### config.mk
export PLATFORM = sky130hd
export DESIGN_NAME = uart_rx
export DESIGN_NICKNAME = d
export VERILOG_FILES = /design/src/rtl/uart_rx.sv
export SDC_FILE = /design/constraint.sdc
export NUM_CORES = 1
export LEC_CHECK = 0
export BUFFER_PORTS_ARGS = -buffer_cell sky130_fd_sc_hd__buf_2
export CAP_MARGIN = 30
export CORE_ASPECT_RATIO = 0.9
export CORE_MARGIN = 2
export CORE_UTILIZATION = 50
export CTS_CLUSTER_DIAMETER = 40
export DETAILED_ROUTE_END_ITERATION = 10
export GPL_ROUTABILITY_DRIVEN = 0
export HOLD_SLACK_MARGIN = 0.08
export MAX_ROUTING_LAYER = met4
export PLACE_DENSITY = 0.67
export SYNTH_ARGS = -nofsm -noshare
export SYNTH_HDL_FRONTEND = slang
export SYNTH_SLANG_ARGS = --single-unit
### constraint.sdc
create_clock -name clk -period 2.7 [get_ports clk]
set_clock_uncertainty 0.2 [all_clocks]
set_input_delay 0.81 -clock clk [delete_from_list [all_inputs] [get_ports clk]]
set_output_delay 0.81 -clock clk [all_outputs]
set_load 0.05 [all_outputs]
### src/rtl/uart_rx.sv
// 8N1 UART receiver: two-flop input synchroniser, mid-bit sampling FSM and
// single-cycle rx_ready / frame_err pulses for the byte handlers downstream.
module uart_rx #(
    parameter int CLKS_PER_BIT = 434
) (
    input  logic       clk,
    input  logic       reset,
    input  logic       rx,
    output logic       rx_ready,
    output logic [7:0] rx_data,
    output logic       rx_active,
    output logic       frame_err
);

    localparam int CW = $clog2(CLKS_PER_BIT);
    localparam logic [CW-1:0] C_BIT_LAST  = CW'(CLKS_PER_BIT - 1);
    localparam logic [CW-1:0] C_HALF_LAST = CW'(CLKS_PER_BIT / 2 - 1);
    localparam logic [CW-1:0] C_ONE       = CW'(1);

    typedef enum logic [2:0] {
        S_IDLE  = 3'd0,
        S_START = 3'd1,
        S_DATA  = 3'd2,
        S_STOP  = 3'd3,
        S_BREAK = 3'd4
    } state_t;

    state_t          r_state;
    logic [CW-1:0]   r_cnt;
    logic [2:0]      r_bidx;
    logic [7:0]      r_sh;
    logic [7:0]      r_data;
    logic            r_ready;
    logic            r_ferr;
    logic            r_active;
    logic            r_sync1;
    logic            r_sync2;
    logic            w_rx_s;

    // Synchroniser resets to the idle level so release never looks like a start edge.
    always_ff @(posedge clk or posedge reset) begin
        if (reset) begin
            r_sync1 <= 1'b1;
            r_sync2 <= 1'b1;
        end else begin
            r_sync1 <= rx;
            r_sync2 <= r_sync1;
        end
    end

    assign w_rx_s = r_sync2;

    always_ff @(posedge clk or posedge reset) begin
        if (reset) begin
            r_state  <= S_IDLE;
            r_cnt    <= '0;
            r_bidx   <= '0;
            r_sh     <= '0;
            r_data   <= '0;
            r_ready  <= 1'b0;
            r_ferr   <= 1'b0;
            r_active <= 1'b0;
        end else begin
            r_ready <= 1'b0;
            r_ferr  <= 1'b0;
            case (r_state)
                S_IDLE: begin
                    r_active <= 1'b0;
                    if (!w_rx_s) begin
                        r_state  <= S_START;
                        r_cnt    <= '0;
                        r_active <= 1'b1;
                    end
                end
                S_START: begin
                    if (r_cnt == C_HALF_LAST) begin
                        r_cnt <= '0;
                        if (!w_rx_s) begin
                            r_state <= S_DATA;
                            r_bidx  <= '0;
                        end else begin
                            r_state  <= S_IDLE;
                            r_active <= 1'b0;
                        end
                    end else begin
                        r_cnt <= r_cnt + C_ONE;
                    end
                end
                S_DATA: begin
                    if (r_cnt == C_BIT_LAST) begin
                        r_cnt <= '0;
                        r_sh  <= {w_rx_s, r_sh[7:1]};
                        if (r_bidx == 3'd7) begin
                            r_state <= S_STOP;
                        end else begin
                            r_bidx <= r_bidx + 3'd1;
                        end
                    end else begin
                        r_cnt <= r_cnt + C_ONE;
                    end
                end
                S_STOP: begin
                    if (r_cnt == C_BIT_LAST) begin
                        r_cnt    <= '0;
                        r_active <= 1'b0;
                        if (w_rx_s) begin
                            r_data  <= r_sh;
                            r_ready <= 1'b1;
                            r_state <= S_IDLE;
                        end else begin
                            r_ferr  <= 1'b1;
                            r_state <= S_BREAK;
                        end
                    end else begin
                        r_cnt <= r_cnt + C_ONE;
                    end
                end
                S_BREAK: begin
                    r_active <= 1'b0;
                    if (w_rx_s) begin
                        r_state <= S_IDLE;
                    end
                end
                default: begin
                    r_state  <= S_IDLE;
                    r_active <= 1'b0;
                end
            endcase
        end
    end

    assign rx_ready  = r_ready;
    assign rx_data   = r_data;
    assign rx_active = r_active;
    assign frame_err = r_ferr;

endmodule

==> reports/metrics.csv, run 1 <==
metric,value,unit
outcome,"finished, final reports clean",
tightest_slew,662.5,ps
antenna_cells,0,
ys_types,39,
final_common_cell,dfrtp_1,
slowest_stage,and4_1,
worstSetupEndpointType,flip-flop,
ys_ff_latch,36,
hold_buffers,0,
grt_antenna_before_repair,0,
multi_input_area,764.5,um2
numPortBuffers,13,
drive_above_1_share,27.88,%
setup_slack,413.5,ps
syn_avg_cell_area,11.55,um2
crit_arrival,2260,ps
cp.required,2670,ps
hold_viol,0,
critPathKind,flip-flop to flip-flop,
timing.fmax,437.3,MHz
htreeDepth,2,
nNetsFinal,172,
num_vias,1219,
clk_latency,290,ps
drc,0,
powerDensity,507.3,mW/mm2
synth_top_family_by_area,simple AND/OR/NAND/NOR gates,
min_path_type,flip-flop to flip-flop,
reg2reg_slack,410,ps
yosys.area_share.simple,15.52,%
synth_edf_count,0,
min_from,r_sync1,
worstReg2RegStart,r_cnt[1],
cts-root-buf,clkbuf_8,
drtAntennaViolNets,0,
crit_top_cell,and4_1,
cp_max_fo,9,
syn_area,0.001709,mm2
synth_xor_area_share,0,%
critPathMaxStageDelay,460,ps
maxSlewHeadroom,55.75,%
syn_inst,148,
synth_seq_area_share,52.86,%
regArea,903.4,um2
ys.flop_type,dfrtp_1,
dp_hpwl,2.182,mm
instances_no_fill,209,
wire_per_inst,15.16,um
cts.repair.resized,0,
reg2reg_depth,6,
io_pins,14,
yosysTopAreaCellShare,49.78,%
synth_area_leaders,"dfrtp_1, mux2_2, ha_1, nand2_1, dfstp_2",
r2r-end,rx_data[4],
fill_cells,284,
synthAdderAreaFrac,3.660,%
dr.pass1.iters,4,
fin_crit_sh,84.69,%
synth_compound_area_share,14.13,%
ir_drop,0.3564,mV
setup_viol,0,
place_inst,201,
fin_crit,2287,ps
layout-area-overhead-vs-synth,12.01,%
grt_pass1_wl,5.706,mm
fin_setup_tns,0,ps
synth.area.mux_share,11.42,%
track_usage,20.55,%
initial_core_util,51.35,%
cts_buffer_depth,2,
pre_cts_ws,432.9,ps
final_cell_mix,"dfrtp_1, mux2_2, nand2_1",
wl,3.168,mm
hold_path_depth,0,
rows,20,
clk_pin_slew,70,ps
grt_max_degree,37,
cts_made_buffers,5,
core,0.003328,mm2
fp.dieArea,0.003903,mm2
grt_pass1_vias,1239,
rsz0062_at_grt,no,
numClockSinks,36,
fp.dieH,59.47,um
grt-ovfl-total,0,
cts_tree,done,
worstSetupEndpoint,rx_data[4],
dieWidth,65.63,um
post-cts-setup-buffer-count,0,
dr.first_iter.drc_count,127,
drv_cap,0,
synth_fp_nets,156,
maxSlewViolCount,0,
vias_per_cell,5.833,
async_flop_share,100.0,%
worstSetupStartpoint,r_cnt[1],
path_cells,inv_1 > ha_1 > and4_1 > and2_1 > and4_1 > mux2_2,
startpoint_type,flip-flop,
p_leak,0.0009237,uW
yosysTopAreaCell,dfrtp_1,
ys_warn_count,0,
## kinds of logic after synthesis
kind of cell	after synthesis
muxes	17
AOI/OAI and AO/OA	36
buffers and inverters	9
DFF	36
and+or+nand+nor	45
adders and majority gates	5
## worst max-delay path: cells and delay by family (launching register included)
kind          cells  cell delay, ps
buf+inv           1             100
fa+ha+maj         1             140
mux               1             390
flops             1             400
simple gates      3             940
## layer usage
layer / global-route usage (%) / part of all wire [%] / up-vias
met5: - / 0 / -
met3: 5.323 / 3.2 / 6
met2: 29.58 / 46 / 22
met4: 11.31 / 1.7 / 0
met1: 26.54 / 49 / 612
li1: - / - / 579
## per-stage QoR
step                hold slack, ps  cell area, um2  total power (uW)  util [%]
floorplan                    145.2            1709             564.7         -
global placement             145.8            1814             570.3     54.51
detailed placement           156.6            1814             571.3     54.51
CTS                          158.8            1914             989.0     57.52
global route                 165.7            1914              1014     57.52
finish                       155.3            1914             971.2     57.52
## state kept, by name, indices dropped and copies added, names as in the netlist
| name | flops |
|---|---|
| frame_err | 1 |
| r_cnt | 9 |
| rx_data | 8 |
| r_bidx | 3 |
| r_state | 3 |
| r_sync2 | 1 |
| rx_ready | 1 |
| rx_active | 1 |
| r_sync1 | 1 |
| r_sh | 8 |
## cell usage after synthesis, types with 3 or more instances
cell type,n
nor2b_1,3
nand2_1,16
nor2_1,5
inv_1,3
ha_1,5
and4_1,3
o21ai_0,9
nand3_1,3
o22ai_1,4
dfrtp_1,34
mux2_2,16
nor3_1,3
a21oi_1,7
nand2b_1,3
buf_2,3
## area by class of cell
type                       count  area share, %
sequential                    36          47.19
multi-input combinational    103          39.93
clock buffer                   8          5.229
timing repair buffer          15          4.183
tap                           44          2.876
inverter                       3         0.5882
## how the worst min path moves through the flow
stage / to / slack [ps]
3_5_place_dp: r_sync2 / 160
4_1_cts: r_sync2 / 160
6_report: r_sync2 / 160
3_3_place_gp: r_sync2 / 150
2_1_floorplan: r_sync2 / 150
5_1_grt: r_sync2 / 170
## report_power, final
group | switching [uW] | leakage (uW) | internal (uW)
combinational | 11.6 | 0.000396 | 3.76
sequential | 2.95 | 0.000476 | 542
clock | 178 | 0.0000515 | 233
Note: power is estimated with default switching activity, not from simulation.
==> run 2, diff against run 1 <==
Settings changed: PLACE_DENSITY 0.67 to 0.69.
Clock period 2.7 ns to 2.1 ns, I/O delays scaled along.
==> reports/metrics.csv, run 2 (synthesis gave the netlist of run 1 again) <==
metric,value,unit,change
maxSlewHeadroom,70.38,%,+15 points
outcome,"finished, final reports clean",,
drtAntennaViolNets,0,,unchanged
drive_above_1_share,37.78,%,+9.9 points
min_path_type,flip-flop to flip-flop,,
numClockSinks,36,,unchanged
setup_viol,0,,unchanged
clk_latency,290,ps,about the same
timing.fmax,487.3,MHz,+11%
critPathKind,flip-flop to flip-flop,,
switching_share,20.36,%,+0.52 points
drv_cap,0,,unchanged
final_cell_mix,"dfrtp_1, mux2_2, nand2_1",,
rows,20,,unchanged
wl_met1,1.520,mm,-2.4%
dr.pass1.iters,4,,unchanged
vias_per_cell,5.665,,-2.9%
dp_hpwl,2.307,mm,+5.7%
maxSlewViolCount,0,,unchanged
crit_arrival,2020,ps,-240 ps
top_layer,met4,,
ir_drop,0.5057,mV,+42%
io_pins,14,,unchanged
drc,0,,unchanged
fp.dieH,59.47,um,unchanged
initial_core_util,51.35,%,unchanged
startpoint_type,flip-flop,,
track_usage,20.82,%,+0.27 points
place_area,0.001917,mm2,+5.7%
fin_crit_sh,97.71,%,+13 points
cts_buffer_depth,2,,unchanged
cts-root-buf,clkbuf_8,,
largest_reg_flops,9,,unchanged
layout-area-overhead-vs-synth,20.35,%,
htreeDepth,2,,unchanged
clk_pin_slew,60,ps,about the same
path_cells,ha_2 > ha_4 > o22a_1 > or4_4 > mux2_4,,
fin_crit,2052,ps,-234.6 ps
critPathMaxStageDelay,530,ps,+70 ps
p_comb_share,1.7,%,about the same
grt_antenna_before_repair,0,,unchanged
dieWidth,65.63,um,unchanged
clkPwrFrac,40.8,%,-1.5 points
wl,3.345,mm,+5.6%
wl_met3,110,um,+10%
num_vias,1269,,+4.1%
powerDensity,591.6,mW/mm2,+17%
grt-ovfl-total,0,,unchanged
grt_pass1_wl,5.816,mm,+1.9%
regMostFlops,r_cnt,,
tightest_slew,444.2,ps,-218.2 ps
hold_viol,0,,unchanged
cts_tree,done,,
wire_per_inst,14.93,um,-1.5%
p_leak,0.0009961,uW,+7.8%
numPortBuffers,13,,unchanged
p_int,969.1,uW,+24%
setup_slack,48.04,ps,-365.4 ps
pre_cts_ws,-16.88,ps,-449.7 ps
hold_buffers,0,,unchanged
p_seq_share,57.6,%,+1.5 points
worstSetupEndpointType,flip-flop,,
final_common_cell,dfrtp_1,,
fp.dieArea,0.003903,mm2,unchanged
cp_max_fo,3,,-6
slowest_stage,or4_4,,
dr.first_iter.drc_count,75,,-41%
p_switching,247.8,uW,+29%
total_power,1217,uW,+25%
fill_cells,287,,+1.1%
dr_wl_met2,1.647,mm,+13%
core,0.003328,mm2,unchanged
grt_pass1_vias,1264,,+2.0%
cts_made_buffers,5,,unchanged
whs,157.0,ps,+1.635 ps
nNetsFinal,187,,+8.7%
grt_max_degree,37,,unchanged
cp.required,2070,ps,-600 ps
antenna_cells,0,,unchanged
final_cell_area,0.002057,mm2,+7.5%
-- run 2: routing by layer --
metal	GRT usage (%)	vias to the layer above
li1	-	608
met1	26.20	634
met2	30.74	19
met3	5.703	8
met4	11.01	0
met5	-	-
-- run 2: final cells by class --
class | instances | area (um2) | area share [%]
tap | 44 | 55.05 | 2.676
sequential | 36 | 904.6 | 43.98
timing repair buffer | 30 | 209.0 | 10.16
inverter | 3 | 11.26 | 0.5474
clock buffer | 8 | 90.09 | 4.380
multi-input combinational | 103 | 787.0 | 38.26
-- run 2: worst max-delay path: cells and delay by family (launching register included) --
family / cells / cell delay (ps)
simple gates: 1 / 530
fa+ha+maj: 2 / 350
flops: 1 / 400
compound gates: 1 / 190
mux: 1 / 270
-- run 2: power groups by stage --
stage | Clock [uW] | Combinational [uW] | Sequential (uW)
floorplan | 0 | 15.7 | 710
global placement | 0 | 20.2 | 713
detailed placement | 0 | 20.8 | 713
CTS | 509 | 20.9 | 700
global route | 544 | 23.9 | 700
finish | 496 | 20.1 | 701
-- run 2: metrics by stage --
stage	setup TNS (ps)	util, %	std cells
finish	0	61.80	224
global placement	0	57.59	213
CTS	0	60.49	221
floorplan	0	-	148
detailed placement	-34.87	57.59	213
global route	-4.252	61.80	224
-- run 2: worst paths after layout --
check                           startpoint    endpoint  slack (ps)  cells after the start
worst max-delay path             r_bidx[0]   r_bidx[0]          50                      5
max in group asynchronous            reset     r_sync1        1120                      3
min in group asynchronous            reset  r_state[2]         230                      3
worst min register to register     r_sync1     r_sync2         160                      0
worst min-delay path               r_sync1     r_sync2         160                      0
worst max register to register   r_bidx[0]   r_bidx[0]          50                      5
-- run 2: what timing repair did --
action                                  CTS  global route
buffers inserted                          0             2
resized for setup                         3             9
gates cloned                              0             1
pin swaps                                 0             6
endpoints found under the setup margin    9            15
==> run 3, diff against run 2 <==
Settings changed: CORE_ASPECT_RATIO 0.9 to 1.2.
==> reports/metrics.csv, run 3 (synthesis gave the netlist of run 1 again) <==
metric,value,unit,change
initial_core_util,51.64,%,+0.29 points
crit_top_cell,ha_2,,
fp.dieArea,0.003904,mm2,about the same
dp_hpwl,2.498,mm,+8.3%
maxSlewHeadroom,68.83,%,-1.6 points
num_vias,1288,,+1.5%
p_comb_share,1.7,%,about the same
layout-area-overhead-vs-synth,20.72,%,
cp.required,2080,ps,about the same
outcome,"finished, final reports clean",,
drc,0,,unchanged
cts_buffer_depth,2,,unchanged
regMostFlops,r_cnt,,
startpoint_type,flip-flop,,
tightest_slew,455.8,ps,+11.57 ps
grt_pass1_wl,5.837,mm,+0.36%
antenna_cells,0,,unchanged
clk_latency,290,ps,about the same
drtAntennaViolNets,0,,unchanged
fin_crit,2054,ps,+1.831 ps
maxSlewViolCount,0,,unchanged
final_cell_mix,"dfrtp_1, buf_4, mux2_2, nand2_1, buf_2",,
path_cells,ha_2 > ha_2 > o22a_1 > or4_4 > mux2_4,,
cts_made_buffers,5,,unchanged
ir_drop,0.4798,mV,-5.1%
fin_crit_sh,97.80,%,about the same
fp.dieH,68.05,um,+14%
cp_max_fo,3,,unchanged
drv_cap,0,,unchanged
core,0.003309,mm2,-0.56%
slowest_stage,or4_4,,
setup_viol,0,,unchanged
cts_tree,done,,
clkPwrFrac,40.6,%,-0.2 points
largest_reg_flops,9,,unchanged
p_leak,0.001026,uW,+3.0%
drive_above_1_share,40.76,%,+3.0 points
numClockSinks,36,,unchanged
timing.fmax,486.9,MHz,about the same
p_switching,278.9,uW,+13%
wl,3.651,mm,+9.1%
crit_arrival,2040,ps,+20 ps
reg2reg_slack,50,ps,about the same
dieWidth,57.37,um,-13%
nNetsFinal,191,,+2.1%
dr.first_iter.drc_count,14,,-81%
p_int,932.2,uW,-3.8%
p_seq_share,57.8,%,+0.2 points
powerDensity,587.0,mW/mm2,-0.78%
track_usage,20.43,%,-0.39 points
final_common_cell,dfrtp_1,,
clk_pin_slew,80,ps,+20 ps
grt_max_degree,37,,unchanged
fill_cells,278,,-3.1%
dr.pass1.iters,4,,unchanged
cts-root-buf,clkbuf_8,,
rows,23,,+15%
min_path_type,flip-flop to flip-flop,,
htreeDepth,2,,unchanged
grt_antenna_before_repair,0,,unchanged
setup_slack,46.21,ps,-1.831 ps
hold_viol,0,,unchanged
wire_per_inst,16.52,um,+11%
grt-ovfl-total,0,,unchanged
vias_per_cell,5.828,,+2.9%
grt_pass1_vias,1277,,+1.0%
total_power,1211,uW,-0.47%
pre_cts_ws,-60.99,ps,-44.11 ps
critPathKind,flip-flop to flip-flop,,
critical_path.top_delay_family,simple AND/OR/NAND/NOR gates,,
numPortBuffers,13,,unchanged
io_pins,14,,unchanged
switching_share,23.03,%,+2.7 points
rsz0062_at_grt,yes,,
critPathMaxStageDelay,530,ps,about the same
worstSetupEndpointType,flip-flop,,
cp_num_buf_inv,0,,unchanged
run 3: per-stage QoR:
| step | instances | setup TNS (ps) | hold WS, ps | cell area [um2] | util [%] |
|---|---|---|---|---|---|
| global route | 221 | -138.3 | 156.5 | 2063 | 62.34 |
| CTS | 214 | 0 | 155.1 | 1989 | 60.11 |
| floorplan | 148 | 0 | 145.2 | 1709 | - |
| global placement | 205 | 0 | 147.2 | 1888 | 57.05 |
| finish | 221 | 0 | 147.5 | 2063 | 62.34 |
| detailed placement | 205 | -448.7 | 147.3 | 1888 | 57.05 |
run 3: layout make-up:
class | count | area (um2) | share of cell area [%]
tap | 37 | 46.29 | 2.244
sequential | 36 | 905.9 | 43.91
inverter | 3 | 11.26 | 0.5458
clock buffer | 5 | 68.82 | 3.335
multi-input combinational | 103 | 785.8 | 38.08
timing repair buffer | 34 | 226.5 | 10.98
clock inverter | 3 | 18.77 | 0.9096
run 3: layer usage:
| metal | track usage [%] | routed length [um] |
|---|---|---|
| met4 | 9.593 | 65 |
| met2 | 34.23 | 1903 |
| met3 | 4.537 | 73 |
| met5 | - | 0 |
| met1 | 23.37 | 1607 |
run 3: power groups by stage:
stage	clock, uW	combinational, uW	sequential [uW]
after global routing	521	23.7	700
after global placement	0	20.4	713
after floorplan	0	15.7	710
after CTS	501	21.6	699
final	491	20.4	700
after detailed placement	0	21.4	713
run 3: final timing paths:
| check | end | start | depth (start not counted) |
|---|---|---|---|
| setup / recovery | r_bidx[0] | r_bidx[0] | 5 |
| hold / removal | r_sync2 | r_sync1 | 0 |
| setup reg to reg | r_bidx[0] | r_bidx[0] | 5 |
| hold reg to reg | r_sync2 | r_sync1 | 0 |
| max in group asynchronous | r_sync1 | reset | 3 |
| min in group asynchronous | rx_data[2] | reset | 3 |
run 3: timing repair:
| item | in CTS | in global routing |
|---|---|---|
| setup buffers | 1 | 6 |
| gates cloned | 0 | 1 |
| hold buffers | 0 | 0 |
| pin swaps | 1 | 3 |
| setup endpoints to repair | 11 | 12 |
| gates resized for setup | 4 | 10 |
